<file path="config.mk">
export PLATFORM = sky130hd
export DESIGN_NAME = golomb_run_scheduler
export DESIGN_NICKNAME = d
export VERILOG_FILES = /design/src/rtl/golomb_run_scheduler.sv
export SDC_FILE = /design/constraint.sdc
export NUM_CORES = 1
export LEC_CHECK = 0
export CAP_MARGIN = 10
export CORE_MARGIN = 2
export CORE_UTILIZATION = 40
export CTS_BUF_LIST = sky130_fd_sc_hd__clkbuf_4 sky130_fd_sc_hd__clkbuf_8
export DETAILED_ROUTE_END_ITERATION = 10
export GPL_TIMING_DRIVEN = 0
export REMOVE_ABC_BUFFERS = 1
export SLEW_MARGIN = 5
export SYNTH_ARGS = -nofsm -noshare
export SYNTH_HDL_FRONTEND = slang
export SYNTH_SLANG_ARGS = --single-unit
</file>
<file path="constraint.sdc">
create_clock -name clk -period 3.2 [get_ports clk]
set_clock_uncertainty 0.15 [all_clocks]
set_input_delay 0.96 -clock clk [delete_from_list [all_inputs] [get_ports clk]]
set_output_delay 0.96 -clock clk [all_outputs]
set_load 0.05 [all_outputs]
</file>
<file path="src/rtl/golomb_run_scheduler.sv">
// rtl/golomb_run_scheduler.sv - zero-run counter that emits Golomb-Rice codewords serially, MSB first
module golomb_run_scheduler #(
    parameter int CNT_W   = 8,
    parameter int MAX_RUN = 255
) (
    input  logic       clk,
    input  logic       rst_n,
    input  logic [2:0] k,
    input  logic       in_bit,
    input  logic       in_valid,
    output logic       in_ready,
    input  logic       flush,
    output logic       out_bit,
    output logic       out_valid,
    input  logic       out_ready,
    output logic       out_last,
    output logic       busy
);
    localparam int NW = (CNT_W > 8) ? CNT_W : 8;

    typedef enum logic [1:0] {
        COUNT = 2'd0,
        UNARY = 2'd1,
        SEP   = 2'd2,
        REM   = 2'd3
    } state_t;

    state_t           r_state;
    state_t           w_state_nxt;
    logic             r_alive;
    logic [CNT_W-1:0] r_run;
    logic [CNT_W-1:0] w_run_nxt;
    logic [2:0]       r_kq;
    logic [NW-1:0]    r_q;
    logic [7:0]       r_r;
    logic [2:0]       r_idx;

    logic             w_accept;
    logic             w_xfer;
    logic             w_cap;
    logic [NW-1:0]    w_n;
    logic [NW-1:0]    w_q;
    logic [7:0]       w_mask;
    logic [7:0]       w_r;

    assign in_ready  = r_alive && (r_state == COUNT);
    assign busy      = (r_state != COUNT);
    assign out_valid = (r_state != COUNT);
    assign w_accept  = in_valid && in_ready;
    assign w_xfer    = out_valid && out_ready;

    // A bit accepted alongside flush wins; flush only closes a non-empty run.
    always_comb begin
        w_cap     = 1'b0;
        w_n       = '0;
        w_run_nxt = r_run;
        if (w_accept) begin
            if (in_bit) begin
                w_cap     = 1'b1;
                w_n       = NW'(r_run);
                w_run_nxt = '0;
            end else if (r_run == CNT_W'(MAX_RUN - 1)) begin
                w_cap     = 1'b1;
                w_n       = NW'(MAX_RUN);
                w_run_nxt = '0;
            end else begin
                w_run_nxt = r_run + 1'b1;
            end
        end else if (flush && (r_state == COUNT) && (r_run != '0)) begin
            w_cap     = 1'b1;
            w_n       = NW'(r_run);
            w_run_nxt = '0;
        end
    end

    assign w_mask = (8'd1 << k) - 8'd1;
    assign w_r    = w_n[7:0] & w_mask;
    assign w_q    = w_n >> k;

    always_comb begin
        w_state_nxt = r_state;
        case (r_state)
            COUNT: begin
                if (w_cap) begin
                    w_state_nxt = (w_q != '0) ? UNARY : SEP;
                end
            end
            UNARY: begin
                if (w_xfer && (r_q == NW'(1))) begin
                    w_state_nxt = SEP;
                end
            end
            SEP: begin
                if (w_xfer) begin
                    w_state_nxt = (r_kq != 3'd0) ? REM : COUNT;
                end
            end
            REM: begin
                if (w_xfer && (r_idx == 3'd0)) begin
                    w_state_nxt = COUNT;
                end
            end
            default: w_state_nxt = COUNT;
        endcase
    end

    always_comb begin
        out_bit  = 1'b0;
        out_last = 1'b0;
        case (r_state)
            UNARY: out_bit = 1'b1;
            SEP:   out_last = (r_kq == 3'd0);
            REM: begin
                out_bit  = r_r[r_idx];
                out_last = (r_idx == 3'd0);
            end
            default: begin
                out_bit  = 1'b0;
                out_last = 1'b0;
            end
        endcase
    end

    always_ff @(posedge clk or negedge rst_n) begin
        if (!rst_n) begin
            r_state <= COUNT;
        end else begin
            r_state <= w_state_nxt;
        end
    end

    always_ff @(posedge clk or negedge rst_n) begin
        if (!rst_n) begin
            r_alive <= 1'b0;
            r_run   <= '0;
            r_kq    <= 3'd0;
            r_q     <= '0;
            r_r     <= 8'd0;
            r_idx   <= 3'd0;
        end else begin
            r_alive <= 1'b1;
            r_run   <= w_run_nxt;
            if (w_cap) begin
                r_kq <= k;
                r_q  <= w_q;
                r_r  <= w_r;
            end else if (w_xfer) begin
                case (r_state)
                    UNARY:   r_q   <= r_q - 1'b1;
                    SEP:     r_idx <= r_kq - 3'd1;
                    REM:     r_idx <= r_idx - 3'd1;
                    default: r_idx <= r_idx;
                endcase
            end
        end
    end
endmodule

</file>
# Yosys cells after proc, flatten, opt, wreduce, memory -nomap -nowiden
# Cells that the tools add are included.
# word_totals
regBits	33
out_inout_bits	5
elab_cells	74
# op_classes
n_addsub	5
order_cmp	1
eq_ne	9
shift	2
n_mux	27
bitwise	2
n_reduce_logical	21
# ops
cell	count
two-way mux 8 bit	11
nonzero test 8 bit	2
subtractor 8 x 1 -> 8 bit (second input constant)	2
two-way mux 2 bit	6
nonzero test 2 bit	5
adder 8 x 1 -> 8 bit (second input constant)	1
bitwise AND 8 bit	1
equality test 8 x 1 -> 1 bit (second input constant)	1
equality test 8 bit (second input constant)	1
!= test 2 bit (second input constant)	4
one-hot mux 2 bit (4 select lines)	1
<< shifter 1 x 3 -> 8 bit (first input constant)	1
>> shifter 8 x 3 -> 8 bit	1
logical AND 1 bit	7
logical NOT 3 bit	2
one-hot mux 3 bit (2 select lines)	1
subtractor 3 x 1 -> 3 bit (second input constant)	2
two-way mux 1 bit	5
equality test 2 bit (second input constant)	2
less-than comparator 3 x 4 -> 1 bit (second input constant)	1
one-hot mux 1 bit (2 select lines)	2
AND reduction 4 bit	1
binary-select mux 1 bit (select 3 bit)	1
AND reduction 3 bit	1
5 further kinds	5

# Depth between registers and ports, before layout
# logic_depth
ltp_word	10
depth_mapped	11

# Worst setup path before layout
# OpenSTA, ideal clock, no wires.
# synth_path
path_type	register to output
from	register r_idx[0]
to	output out_bit
t_arrival_ns	1.949
required_ns	2.090
path_slack_ns	0.141
path_stages_with_launch	4
path_buffers	0
cell_sequence	dfrtp_1 -> mux4_2 -> mux2i_1 -> a21boi_0
# synth_between
elab_chain_cells	3
# synth_lines
item	line_no	rtl
from (decl)	36	logic [2:0] r_idx;
from (signal assigned)	150	SEP: r_idx <= r_kq - 3'd1;
from (signal assigned)	151	REM: r_idx <= r_idx - 3'd1;
from (signal assigned)	152	default: r_idx <= r_idx;
binary-select mux 1 bit (select 3 bit)	114	out_bit = r_r[r_idx];
two-way mux 1 bit (implied by the code)	114	
one-hot mux 1 bit (2 select lines)	110	case (r_state)
to (decl)	13	output logic out_bit,
# Every way passes these cells. The select of a mux whose other input is x is not followed.

# Worst setup path after layout
# layout_path
from	input in_valid
to	register r_state[1]
# layout_between
elab_chain_cells	7
elab_cells_between_ends	10
classes_between	eq/ne (1); shift (1); mux (5); reduce/logical (3)
# layout_lines
item	line_no	rtl
from (decl)	10	input logic in_valid,
logical AND 1 bit (*)	49	assign w_accept = in_valid && in_ready;
two-way mux 8 bit	57	if (w_accept) begin
>> shifter 8 x 3 -> 8 bit	78	assign w_q = w_n >> k;
nonzero test 8 bit	85	w_state_nxt = (w_q != '0) ? UNARY : SEP;
two-way mux 2 bit	85	
two-way mux 2 bit	84	if (w_cap) begin
one-hot mux 2 bit (4 select lines)	82	case (r_state)
to (signal assigned)	128	r_state <= w_state_nxt;
to (decl)	28	state_t r_state;
# Mark *: on every way between the ends. The rest lies on a longest branch, timed or not. The select of a mux whose other input is x is not followed.
# A chain may end at the register's enable or synchronous reset.

==> results.yml <==
status:
  outcome: "finished, final reports clean"
cells_and_area:
  layout_common_cells: "nand2_1, dfrtp_1, o21ai_0"
  diodes: 0
  syn_to_final_growth_pct: 10.1
  layout_commonest_cell: "nand2_1"
  n_fill_cell: 591
  layout.nets: 293
  drive_gt1_share_pct: 12.9
  final_cell_count_no_fill: 353
power_and_ir_drop:
  switching_power_w: 0.000854
  ir_drop_v: 0.000377
  pwr-share-comb_pct: 45.3
  p_seq_share_pct: 37.0
  p_clk_share_pct: 17.7
  p_int_w: 0.00109
  power_w: 0.00194
  swShare_pct: 44.0
  pwr_density_cell_nw_per_um2: 730
  leakagePower_nw: 1.12
setup_path:
  critical-path-max-stage-delay_ns: 0.53
  arrival_ns: 3.20
  crit_type: "in2reg"
  critical_path.cell_chain: "clkdlybuf4s15_1 > or4bb_4 > a211o_4 > and3_4 > a21oi_4 > a21boi_1 > nor4_2 > a22o_1"
  cp_max_fo: 9
  end_kind: "flop"
  r2r-start: "r_run[0]"
  rr_worst_depth: 9
  r2r-end: "r_state[1]"
  critPathTopFamily: "simple AND/OR/NAND/NOR gates"
  cp_num_buf_inv: 1
  cp_num_cells: 8
  worstSetupStartpointType: "primary input"
  startpoint: "in_valid"
  crit_path_end: "r_state[1]"
  crit_slowest_cell: "or4bb_4"
  cp.required_ns: 3.27
  r2r_slack_ns: 0.15
floorplanning:
  fp.coreArea_um2: 5890
  start_util_pct: 41.1
  die-height_um: 81.8
  num_rows: 28
  dieWidth_um: 81.8
  die_area_um2: 6680
  num_io_pins: 14
logic_synthesis:
  synth_area_leaders: "dfrtp_1, nand2_1, o21ai_0, ha_1, nor2_1"
  async_reset_ff_share_pct: 100
  yosys_most_used_dff: "dfrtp_1"
  ys_seq_elements: 33
  syn_avg_cell_area_um2: 8.79
  synth-warning-count: 0
  yosys.area.top_type: "dfrtp_1"
  synth_edf_count: 0
  synth_top_area_share_pct: 34.1
  ys_seq_area_share_pct: 34.1
  syn-instance-count: 275
  synth.distinct_cells: 66
  netlist_area_um2: 2420
min_path:
  hold_path_class: "reg2reg"
  min_from: "r_r[7]"
cts:
  cts_sinks: 33
  hold_buffers: 0
  cts_root_buf: "clkbuf_8"
  cts_buffers: 5
  htree_levels: 2
  cts.path.max_buffers: 2
  cts_tree: "done"
  clk_latency_ns: 0.28
  clkTransAtPathRegs_ns: 0.07
grt:
  grt_pass1_wl_um: 9880
  grt-ovfl-total: 0
  antenna_found_initial: 0
  grt_pass1_vias: 1956
  grt_max_degree: 34
  grt_usage_pct: 19.5
drt:
  drc: 0
  wirelength_um: 5900
  first_iter_violations: 127
  via_count: 2069
  ant_nets: 0
  wl_per_cell_um: 16.7
  vias_per_cell: 5.86
  first_pass_iters: 4
place:
  gp_congestion: 0.850
  pre_cts_ws_ns: -0.824
  place_hpwl_um: 4130
  dp_cells: 343
  port-buffer-count: 13
timing:
  timing.slew.headroom_pct: 50.2
  period_share_pct: 97.8
  finalSetupViolCount: 0
  final.setup.tns_ns: 0
  setup_ws_ns: 0.0706
  hold_viol: 0
  worst_slew_pin_slew_ns: 0.747
  fin_crit_ns: 3.13
  fmax_ghz: 0.320
  drv_slew: 0
  rsz0062_at_grt: "false"
flow_run:
  drv_cap: 0
kinds of logic (layout without fill, tap and decap cells):
| logic type | count (synthesis) | after routing | share of synthesized area (%) |
|---|---|---|---|
| simple gates | 102 | 102 | 21.4 |
| flops | 33 | 33 | 34.1 |
| mux | 13 | 13 | 7.29 |
| buf+inv | 29 | 32 | 7.29 |
| compound gates | 80 | 80 | 22.5 |
| other cells | 1 | 1 | 0.155 |
| fa+ha+maj | 7 | 7 | 3.62 |
| xor+xnor | 10 | 10 | 3.62 |
repair_timing:
action / in CTS / in global routing
pin swaps: 1 / 2
resized for setup: 23 / 4
setup endpoints to repair: 10 / 4
buffers inserted: 0 / 2
flip-flops by register name (all words and copies together), names as in the netlist:
register  count
r_kq          3
r_run         8
r_state       2
r_r           8
r_alive       1
r_q           8
r_idx         3
through the flow:
step | hold WS (ns) | utilization [%] | cell area (um2)
after floorplan | 0.295 | - | 2280
after global placement | 0.318 | 42.5 | 2500
after detailed placement | 0.324 | 42.4 | 2490
after CTS | 0.338 | 44.9 | 2650
after global routing | 0.377 | 45.2 | 2660
final | 0.330 | 45.2 | 2660
metal layers:
metal / track usage [%] / wire (um)
met2: 30.3 / 2730
met4: 6.83 / 123
met3: 3.85 / 317
met1: 26.9 / 2730
met5: 0 / 0
power by group through the flow:
stage          clock network [W]  registers (W)  logic, W
2_1_floorplan                  0       0.000652  0.000661
3_3_place_gp                   0       0.000704  0.000856
3_5_place_dp                   0       0.000710  0.000867
4_1_cts                 0.000359       0.000719  0.000886
5_1_grt                 0.000380       0.000740  0.000983
6_report                0.000344       0.000719  0.000880
worst min-delay path by stage:
stage / to / slack (ns) / depth (start not counted)
finish: r_r[7] / 0.33 / 1
global route: r_r[4] / 0.38 / 2
CTS: r_r[7] / 0.34 / 1
detailed placement: r_r[7] / 0.32 / 1
global placement: r_r[4] / 0.32 / 2
floorplan: r_r[2] / 0.29 / 2
Yosys cell counts (3+ instances only):
cell type and count:
dfrtp_1 33, a22o_1 4, buf_4 5, nand2_1 33
and3_1 3, ha_1 7, nor2_1 21, a21oi_1 15
xnor2_1 5, inv_1 8, mux2i_1 6, xor2_1 5
clkbuf_8 3, a211oi_1 4, nand3_1 10, nand4_1 4
nor3_1 11, a31oi_1 5, clkbuf_1 6, mux2_2 4
and2_1 4, o21ai_0 24
area by class of cell:
type	count	area, um2	area share [%]
Timing Repair Buffer	15	131	4.93
Clock buffer	7	96.3	3.62
Multi-Input combinational cell	213	1470	55.3
Inverter	9	35.0	1.32
Clock inverter	1	5.00	0.188
Sequential cell	33	828	31.1
Tap cell	75	93.8	3.52
No activity file was read; power rests on OpenSTA's default activity.
